==> src/rtl/seq_det_ctrl_if.sv <==
// ============================================================================
// Module      : seq_det_ctrl_if
// Description : Configuration, serial-stream and status bundle for
//               seq_det_ctrl.
// Revision    : 1.0 - initial release
// ============================================================================
`default_nettype none

interface seq_det_ctrl_if #(
    parameter int PAT_W = 4,
    parameter int CNT_W = 8
) ();
    logic             CFG_VALID;
    logic             CFG_READY;
    logic [PAT_W-1:0] CFG_PAT;
    logic             CFG_OVL;
    logic [CNT_W-1:0] CFG_THR;
    logic             IN;
    logic             IN_VALID;
    logic             CLR;
    logic             OUT;
    logic [CNT_W-1:0] MATCH_CNT;
    logic             THR_HIT;
    logic             BUSY;

    modport master (
        output CFG_VALID, CFG_PAT, CFG_OVL, CFG_THR, IN, IN_VALID, CLR,
        input  CFG_READY, OUT, MATCH_CNT, THR_HIT, BUSY
    );

    modport slave (
        input  CFG_VALID, CFG_PAT, CFG_OVL, CFG_THR, IN, IN_VALID, CLR,
        output CFG_READY, OUT, MATCH_CNT, THR_HIT, BUSY
    );
endinterface

`default_nettype wire

==> src/rtl/seq_det_ctrl.sv <==
// ============================================================================
// Module      : seq_det_ctrl
// Description : Programmable serial pattern detector with Mealy match pulse,
//               saturating match counter and sticky threshold flag.
// Revision    : 1.0 - initial release
// ============================================================================
`default_nettype none

module seq_det_ctrl #(
    parameter int PAT_W = 4,
    parameter int CNT_W = 8
) (
    input  wire logic      CLK,
    input  wire logic      RST,
    seq_det_ctrl_if.slave  bus
);
    localparam int FILL_W = $clog2(PAT_W);
    localparam logic [FILL_W-1:0] c_fill_max = FILL_W'(PAT_W - 1);
    localparam logic [CNT_W-1:0]  c_cnt_max  = '1;

    typedef enum logic [0:0] {
        ST_IDLE = 1'b0,
        ST_RUN  = 1'b1
    } state_t;

    state_t             r_state;
    logic [PAT_W-1:0]   r_pat;
    logic               r_ovl;
    logic [CNT_W-1:0]   r_thr;
    logic [PAT_W-2:0]   r_hist;
    logic [FILL_W-1:0]  r_fill;
    logic [CNT_W-1:0]   r_cnt;
    logic               r_hit;
    logic               r_cfg_ready;
    logic               r_busy;

    logic [PAT_W-1:0]   w_window;
    logic               w_match;
    logic [CNT_W-1:0]   w_cnt_inc;
    logic [FILL_W-1:0]  w_fill_inc;

    // Window is the held history with the current bit appended as LSB.
    assign w_window   = {r_hist, bus.IN};
    assign w_match    = (r_state == ST_RUN) && bus.IN_VALID && !bus.CLR && RST &&
                        (r_fill == c_fill_max) && (w_window == r_pat);
    assign w_cnt_inc  = (r_cnt == c_cnt_max) ? r_cnt : r_cnt + CNT_W'(1);
    assign w_fill_inc = (r_fill == c_fill_max) ? r_fill : r_fill + FILL_W'(1);

    assign bus.OUT       = w_match;
    assign bus.CFG_READY = r_cfg_ready;
    assign bus.BUSY      = r_busy;
    assign bus.MATCH_CNT = r_cnt;
    assign bus.THR_HIT   = r_hit;

    always_ff @(posedge CLK) begin
        if (!RST) begin
            r_state     <= ST_IDLE;
            r_pat       <= '0;
            r_ovl       <= 1'b0;
            r_thr       <= '0;
            r_hist      <= '0;
            r_fill      <= '0;
            r_cnt       <= '0;
            r_hit       <= 1'b0;
            r_cfg_ready <= 1'b1;
            r_busy      <= 1'b0;
        end else begin
            case (r_state)
                ST_IDLE: begin
                    if (bus.CLR) begin
                        r_cnt  <= '0;
                        r_hit  <= 1'b0;
                        r_hist <= '0;
                        r_fill <= '0;
                    end
                    // A handshake coinciding with CLR still launches the run.
                    if (bus.CFG_VALID && r_cfg_ready) begin
                        r_pat       <= bus.CFG_PAT;
                        r_ovl       <= bus.CFG_OVL;
                        r_thr       <= bus.CFG_THR;
                        r_state     <= ST_RUN;
                        r_cfg_ready <= 1'b0;
                        r_busy      <= 1'b1;
                    end
                end
                ST_RUN: begin
                    if (bus.CLR) begin
                        r_cnt       <= '0;
                        r_hit       <= 1'b0;
                        r_hist      <= '0;
                        r_fill      <= '0;
                        r_state     <= ST_IDLE;
                        r_cfg_ready <= 1'b1;
                        r_busy      <= 1'b0;
                    end else if (bus.IN_VALID) begin
                        if (w_match && !r_ovl) begin
                            r_hist <= '0;
                            r_fill <= '0;
                        end else begin
                            r_hist <= w_window[PAT_W-2:0];
                            r_fill <= w_fill_inc;
                        end
                        if (w_match) begin
                            r_cnt <= w_cnt_inc;
                            // Compare against the post-increment value so a
                            // saturated counter with thr at max still sets.
                            if ((r_thr != '0) && (w_cnt_inc == r_thr)) begin
                                r_hit <= 1'b1;
                            end
                        end
                    end
                end
            endcase
        end
    end
endmodule

`default_nettype wire
==> src/flat_wrapper.sv <==
// flat-port wrapper written by rule: the top's interface ports become plain ports
module seq_det_ctrl_flat 
#(
    parameter int PAT_W = 4,
    parameter int CNT_W = 8
)
  (CLK, RST, bus_CFG_VALID, bus_CFG_PAT, bus_CFG_OVL, bus_CFG_THR, bus_IN, bus_IN_VALID, bus_CLR, bus_CFG_READY, bus_OUT, bus_MATCH_CNT, bus_THR_HIT, bus_BUSY);
  seq_det_ctrl_if #(.PAT_W(PAT_W), .CNT_W(CNT_W)) bus_i ();
  input  wire logic CLK;
  input  wire logic RST;
  input wire logic [$bits(bus_i.CFG_VALID)-1:0] bus_CFG_VALID;
  input wire logic [$bits(bus_i.CFG_PAT)-1:0] bus_CFG_PAT;
  input wire logic [$bits(bus_i.CFG_OVL)-1:0] bus_CFG_OVL;
  input wire logic [$bits(bus_i.CFG_THR)-1:0] bus_CFG_THR;
  input wire logic [$bits(bus_i.IN)-1:0] bus_IN;
  input wire logic [$bits(bus_i.IN_VALID)-1:0] bus_IN_VALID;
  input wire logic [$bits(bus_i.CLR)-1:0] bus_CLR;
  output wire logic [$bits(bus_i.CFG_READY)-1:0] bus_CFG_READY;
  output wire logic [$bits(bus_i.OUT)-1:0] bus_OUT;
  output wire logic [$bits(bus_i.MATCH_CNT)-1:0] bus_MATCH_CNT;
  output wire logic [$bits(bus_i.THR_HIT)-1:0] bus_THR_HIT;
  output wire logic [$bits(bus_i.BUSY)-1:0] bus_BUSY;
  assign bus_i.CFG_VALID = bus_CFG_VALID;
  assign bus_i.CFG_PAT = bus_CFG_PAT;
  assign bus_i.CFG_OVL = bus_CFG_OVL;
  assign bus_i.CFG_THR = bus_CFG_THR;
  assign bus_i.IN = bus_IN;
  assign bus_i.IN_VALID = bus_IN_VALID;
  assign bus_i.CLR = bus_CLR;
  assign bus_CFG_READY = bus_i.CFG_READY;
  assign bus_OUT = bus_i.OUT;
  assign bus_MATCH_CNT = bus_i.MATCH_CNT;
  assign bus_THR_HIT = bus_i.THR_HIT;
  assign bus_BUSY = bus_i.BUSY;
  seq_det_ctrl #(.PAT_W(PAT_W), .CNT_W(CNT_W)) u_core (.CLK(CLK), .RST(RST), .bus(bus_i));
endmodule
==> config.mk <==
export PLATFORM = sky130hd
export DESIGN_NAME = seq_det_ctrl_flat
export DESIGN_NICKNAME = d
export VERILOG_FILES = /design/src/rtl/seq_det_ctrl_if.sv /design/src/rtl/seq_det_ctrl.sv /design/src/flat_wrapper.sv
export SDC_FILE = /design/constraint.sdc
export NUM_CORES = 1
export LEC_CHECK = 0
export CAP_MARGIN = 20
export CORE_MARGIN = 2
export CORE_UTILIZATION = 55
export CTS_CLUSTER_DIAMETER = 200
export DETAILED_ROUTE_END_ITERATION = 12
export PLACE_DENSITY_LB_ADDON = 0.3
export SETUP_SLACK_MARGIN = 0.1
export SLEW_MARGIN = 30
export SYNTH_ARGS = -nofsm -noshare
export SYNTH_HDL_FRONTEND = slang
export SYNTH_SLANG_ARGS = --single-unit
==> constraint.sdc <==
create_clock -name CLK -period 3.44 [get_ports CLK]
set_input_delay 1.032 -clock CLK [delete_from_list [all_inputs] [get_ports CLK]]
set_output_delay 1.032 -clock CLK [all_outputs]
set_load 0.02 [all_outputs]
==> flow_summary_export.csv <==
group,metric,value,unit
final_layout,antennaDiodeCount,0,
pwr,sequentialPowerShare,0.548,
sta,clock.fmax,0.310,GHz
routing,totalWireLength,3910,um
sta,max_slew.worst_pin.slew,645,ps
logic_synthesis,synth-async-reset-ratio,0,
grt,all_layer_global_routing_usage,0.254,
pwr,swShare,0.263,
logic_synthesis,ys.flop_type,"sky130_fd_sc_hd__dfxtp_1",
critical_path,worstSetupPathType,"in2out",
pwr,power_report.internal_total,503,uW
floorplan,design.core.area,0.00273,mm2
clock_network,clkLatencyLatePin,340,ps
placed_design,io_port_bufs,30,
pwr,power_frac_clock,0.306,
critical_path,crit_required,2410,ps
placed_design,place.detailed.instances,255,
sta,fin_setup_tns,0,ps
final_layout,utilization,0.717,
hold_path,worstHoldEndpoint,"u_core.r_ovl",
clock_network,cts.root.buffer_cell,"sky130_fd_sc_hd__clkbuf_4",
sta,final_max_slew_viol_count,0,
sta,setup_failing_eps_final,0,
clock_network,cts_buffers,5,
critical_path,setup.worst_path.start,"bus_IN",
critical_path,worst_r2r_path_depth,7,
hold_path,worstHoldPathType,"reg2reg",
logic_synthesis,postSynthCellCount,200,
routing,num_vias,1592,
placed_design,place_hpwl,2890,um
routing,first_pass_iters,5,
logic_synthesis,yosysMostFrequentCell,"sky130_fd_sc_hd__nand2_1",
logic_synthesis,synth.avg_cell_area,7.91,um2
grt,grt_max_degree,22,
critical_path,regToRegStartpoint,"u_core.bus.MATCH_CNT[0]",
logic_synthesis,synth.top_cells.by_count,"33 x sky130_fd_sc_hd__nand2_1, 30 x sky130_fd_sc_hd__dfxtp_1, 23 x sky130_fd_sc_hd__a21oi_1",
critical_path,setup.worst_path.start_class,"input pin",
run,drv.max_cap_violation_count,0,
logic_synthesis,synth.yosys.seq_area_share,0.380,
routing,remaining_drc_errors,0,
critical_path,worst-r2r-setup-slack,1220,ps
sta,final.setup_skew,13.3,ps
critical_path,crit_path_end_kind,"output port",
hold_path,min_delay_path_depth,2,
routing,first_iter_violations,99,
pwr,power.net_switching,180,uW
critical_path,worst-endpoint-arrival,2200,ps
logic_synthesis,synth_enable_flop_cells,0,
logic_synthesis,synth-seq-cells,30,
logic_synthesis,synth_top_area_share,0.380,
sta,timing.max_slew.rel_slack,0.570,
sta,timing.final.hold_violations,0,
clock_network,cts_num_sinks,30,
clock_network,tritoncts,"done",
critical_path,worstReg2RegEnd,"u_core.bus.THR_HIT",
critical_path,worst-path-max-fanout,2,
logic_synthesis,mappedNetlistArea,0.00158,mm2
floorplan,initial_utilization,0.578,
routing,antenna_left,0,
floorplan,core.rowCount,19,
pwr,power.combinational.fraction,0.146,
status,run_status,"completed",
sta,grt_setup_unrepaired,"no",
clock_network,cts_max_level,2,
final_layout,finalNetCount,252,
pwr,power_per_cell_area,348,mW/mm2
sta,portion_of_the_clock_cycle_consumed_by_the_worst_path_in_the_final_layout,0.939,
pwr,cellLeakagePower,0.732,nW
pwr,peakVddDrop,324,uV
final_layout,layout-area-overhead-vs-synth,24.0,%
logic_synthesis,syn-num-nets,221,
routing,post_drt_wl_per_cell,15.0,um
logic_synthesis,netlist.top_cell.by_area,"sky130_fd_sc_hd__dfxtp_1",
grt,grt_pass1_wl,6320,um
grt,global_route.overflow_total,0,
logic_synthesis,netlist-cell-type-count,38,
final_layout,drive_above_1_share,0.0696,
grt,number_of_global_route_vias_before_repair,1543,
logic_synthesis,synth.area.top_cells,"sky130_fd_sc_hd__dfxtp_1 38%, sky130_fd_sc_hd__nand2_1 7.8%, sky130_fd_sc_hd__a21oi_1 7.3%",
grt,antenna_violations_before_repair,0,
final_layout,final_cell_count_no_fill,261,
floorplan,fp.dieArea,0.00332,mm2
routing,detail_route.vias_per_cell,6.10,
hold_path,hold_start,"u_core.r_ovl",
placed_design,place_congestion,0.835,
clock_network,buffer_levels_on_the_longest_clock_path,2,
clock_network,cts.clk_slew.worst_paths,80,ps
logic_synthesis,synth_warnings,0,
floorplan,die_height,57.6,um
floorplan,chipWidth,57.6,um
floorplan,boundaryPins,31,
sta,timing.final.crit_period,3230,ps
-- cells in the final DEF (no fill, tap or decap), types with 3 or more instances in the layout --
cell type                         count
sky130_fd_sc_hd__nand3_1             11
sky130_fd_sc_hd__o21ai_1              3
sky130_fd_sc_hd__nand4_1              5
sky130_fd_sc_hd__o21ai_0              4
sky130_fd_sc_hd__nor3_1               5
sky130_fd_sc_hd__clkdlybuf4s50_1     29
sky130_fd_sc_hd__nor2b_1              3
sky130_fd_sc_hd__and2_1               5
sky130_fd_sc_hd__nand2_1             33
sky130_fd_sc_hd__and3_1               5
sky130_fd_sc_hd__a32oi_1              4
sky130_fd_sc_hd__xnor2_1              5
sky130_fd_sc_hd__a21oi_1             23
sky130_fd_sc_hd__clkbuf_4             5
sky130_fd_sc_hd__mux2i_1              8
sky130_fd_sc_hd__a211oi_1             3
sky130_fd_sc_hd__nand2b_1             5
sky130_fd_sc_hd__dfxtp_1             30
sky130_fd_sc_hd__buf_4                8
sky130_fd_sc_hd__nor2_1              12
-- logic make-up after synthesis --
group | count (synthesis) | share of synthesized area
muxes | 8 | 0.0506
buffers and inverters | 15 | 0.0467
adders and majority gates | 2 | 0.0158
DFF | 30 | 0.380
xor gates and xnor gates | 7 | 0.0388
AOI/OAI and AO/OA | 49 | 0.199
and+or+nand+nor | 89 | 0.270
-- worst max-delay path, stage by stage --
cell and delay, ps:
sky130_fd_sc_hd__clkdlybuf4s50_1 500, sky130_fd_sc_hd__xnor2_1 130, sky130_fd_sc_hd__nand4_1 140, sky130_fd_sc_hd__nor3_2 130
sky130_fd_sc_hd__buf_4 140, sky130_fd_sc_hd__buf_4 130
-- power by group through the flow --
stage | Clock [mW] | Combinational (mW) | Sequential (mW)
floorplan | 0 | 0.0517 | 0.381
global placement | 0 | 0.0944 | 0.381
detailed placement | 0 | 0.0989 | 0.382
CTS | 0.209 | 0.0997 | 0.374
global route | 0.226 | 0.110 | 0.376
finish | 0.209 | 0.0997 | 0.374
-- how the worst max path moves through the flow --
stage	cells after the start	end
2_1_floorplan	4	bus_OUT
4_1_cts	6	bus_OUT
3_5_place_dp	6	bus_OUT
3_3_place_gp	6	bus_OUT
6_report	6	bus_OUT
5_1_grt	6	bus_OUT
-- state kept, by name (all words and copies together) (netlist names) --
name                  count
u_core.r_state            1
u_core.r_hist             3
u_core.bus.CFG_READY      1
u_core.r_ovl              1
u_core.r_fill             2
u_core.r_thr              8
u_core.bus.THR_HIT        1
u_core.r_pat              4
u_core.bus.BUSY           1
u_core.bus.MATCH_CNT      8
-- through the flow --
step / cell area, um2 / hold WS, ps / worst slack, ps / power [mW]
after global placement: 1910 / 441 / -312 / 0.475
after floorplan: 1580 / 432 / 560 / 0.433
after CTS: 1960 / 468 / 118 / 0.682
after detailed placement: 1910 / 457 / -342 / 0.481
final: 1960 / 465 / 209 / 0.682
after global routing: 1960 / 491 / 118 / 0.712
-- final cells by class --
cell class                      instances  area, um2
Clock buffer                            6       51.3
Fill cell                             223        773
Inverter                                2       7.51
Multi-Input combinational cell        155        912
Sequential cell                        30        601
Tap cell                               31       38.8
Timing Repair Buffer                   37        350
-- routing by layer --
| layer | GRT usage | routed length, um | part of all wire |
|---|---|---|---|
| met1 | 0.270 | 1550 | 0.40 |
| met2 | 0.425 | 1940 | 0.50 |
| met3 | 0.0915 | 276 | 0.071 |
| met4 | 0.159 | 140 | 0.036 |
| met5 | 0 | 0 | 0 |
-- repair_timing --
item | CTS | global route
hold buffers | 0 | 0
resized for setup | 5 | 1
setup buffers | 0 | 0
pin swaps | 0 | 1
setup endpoints to repair | 1 | 1
Power figures use the tool's default switching activity.
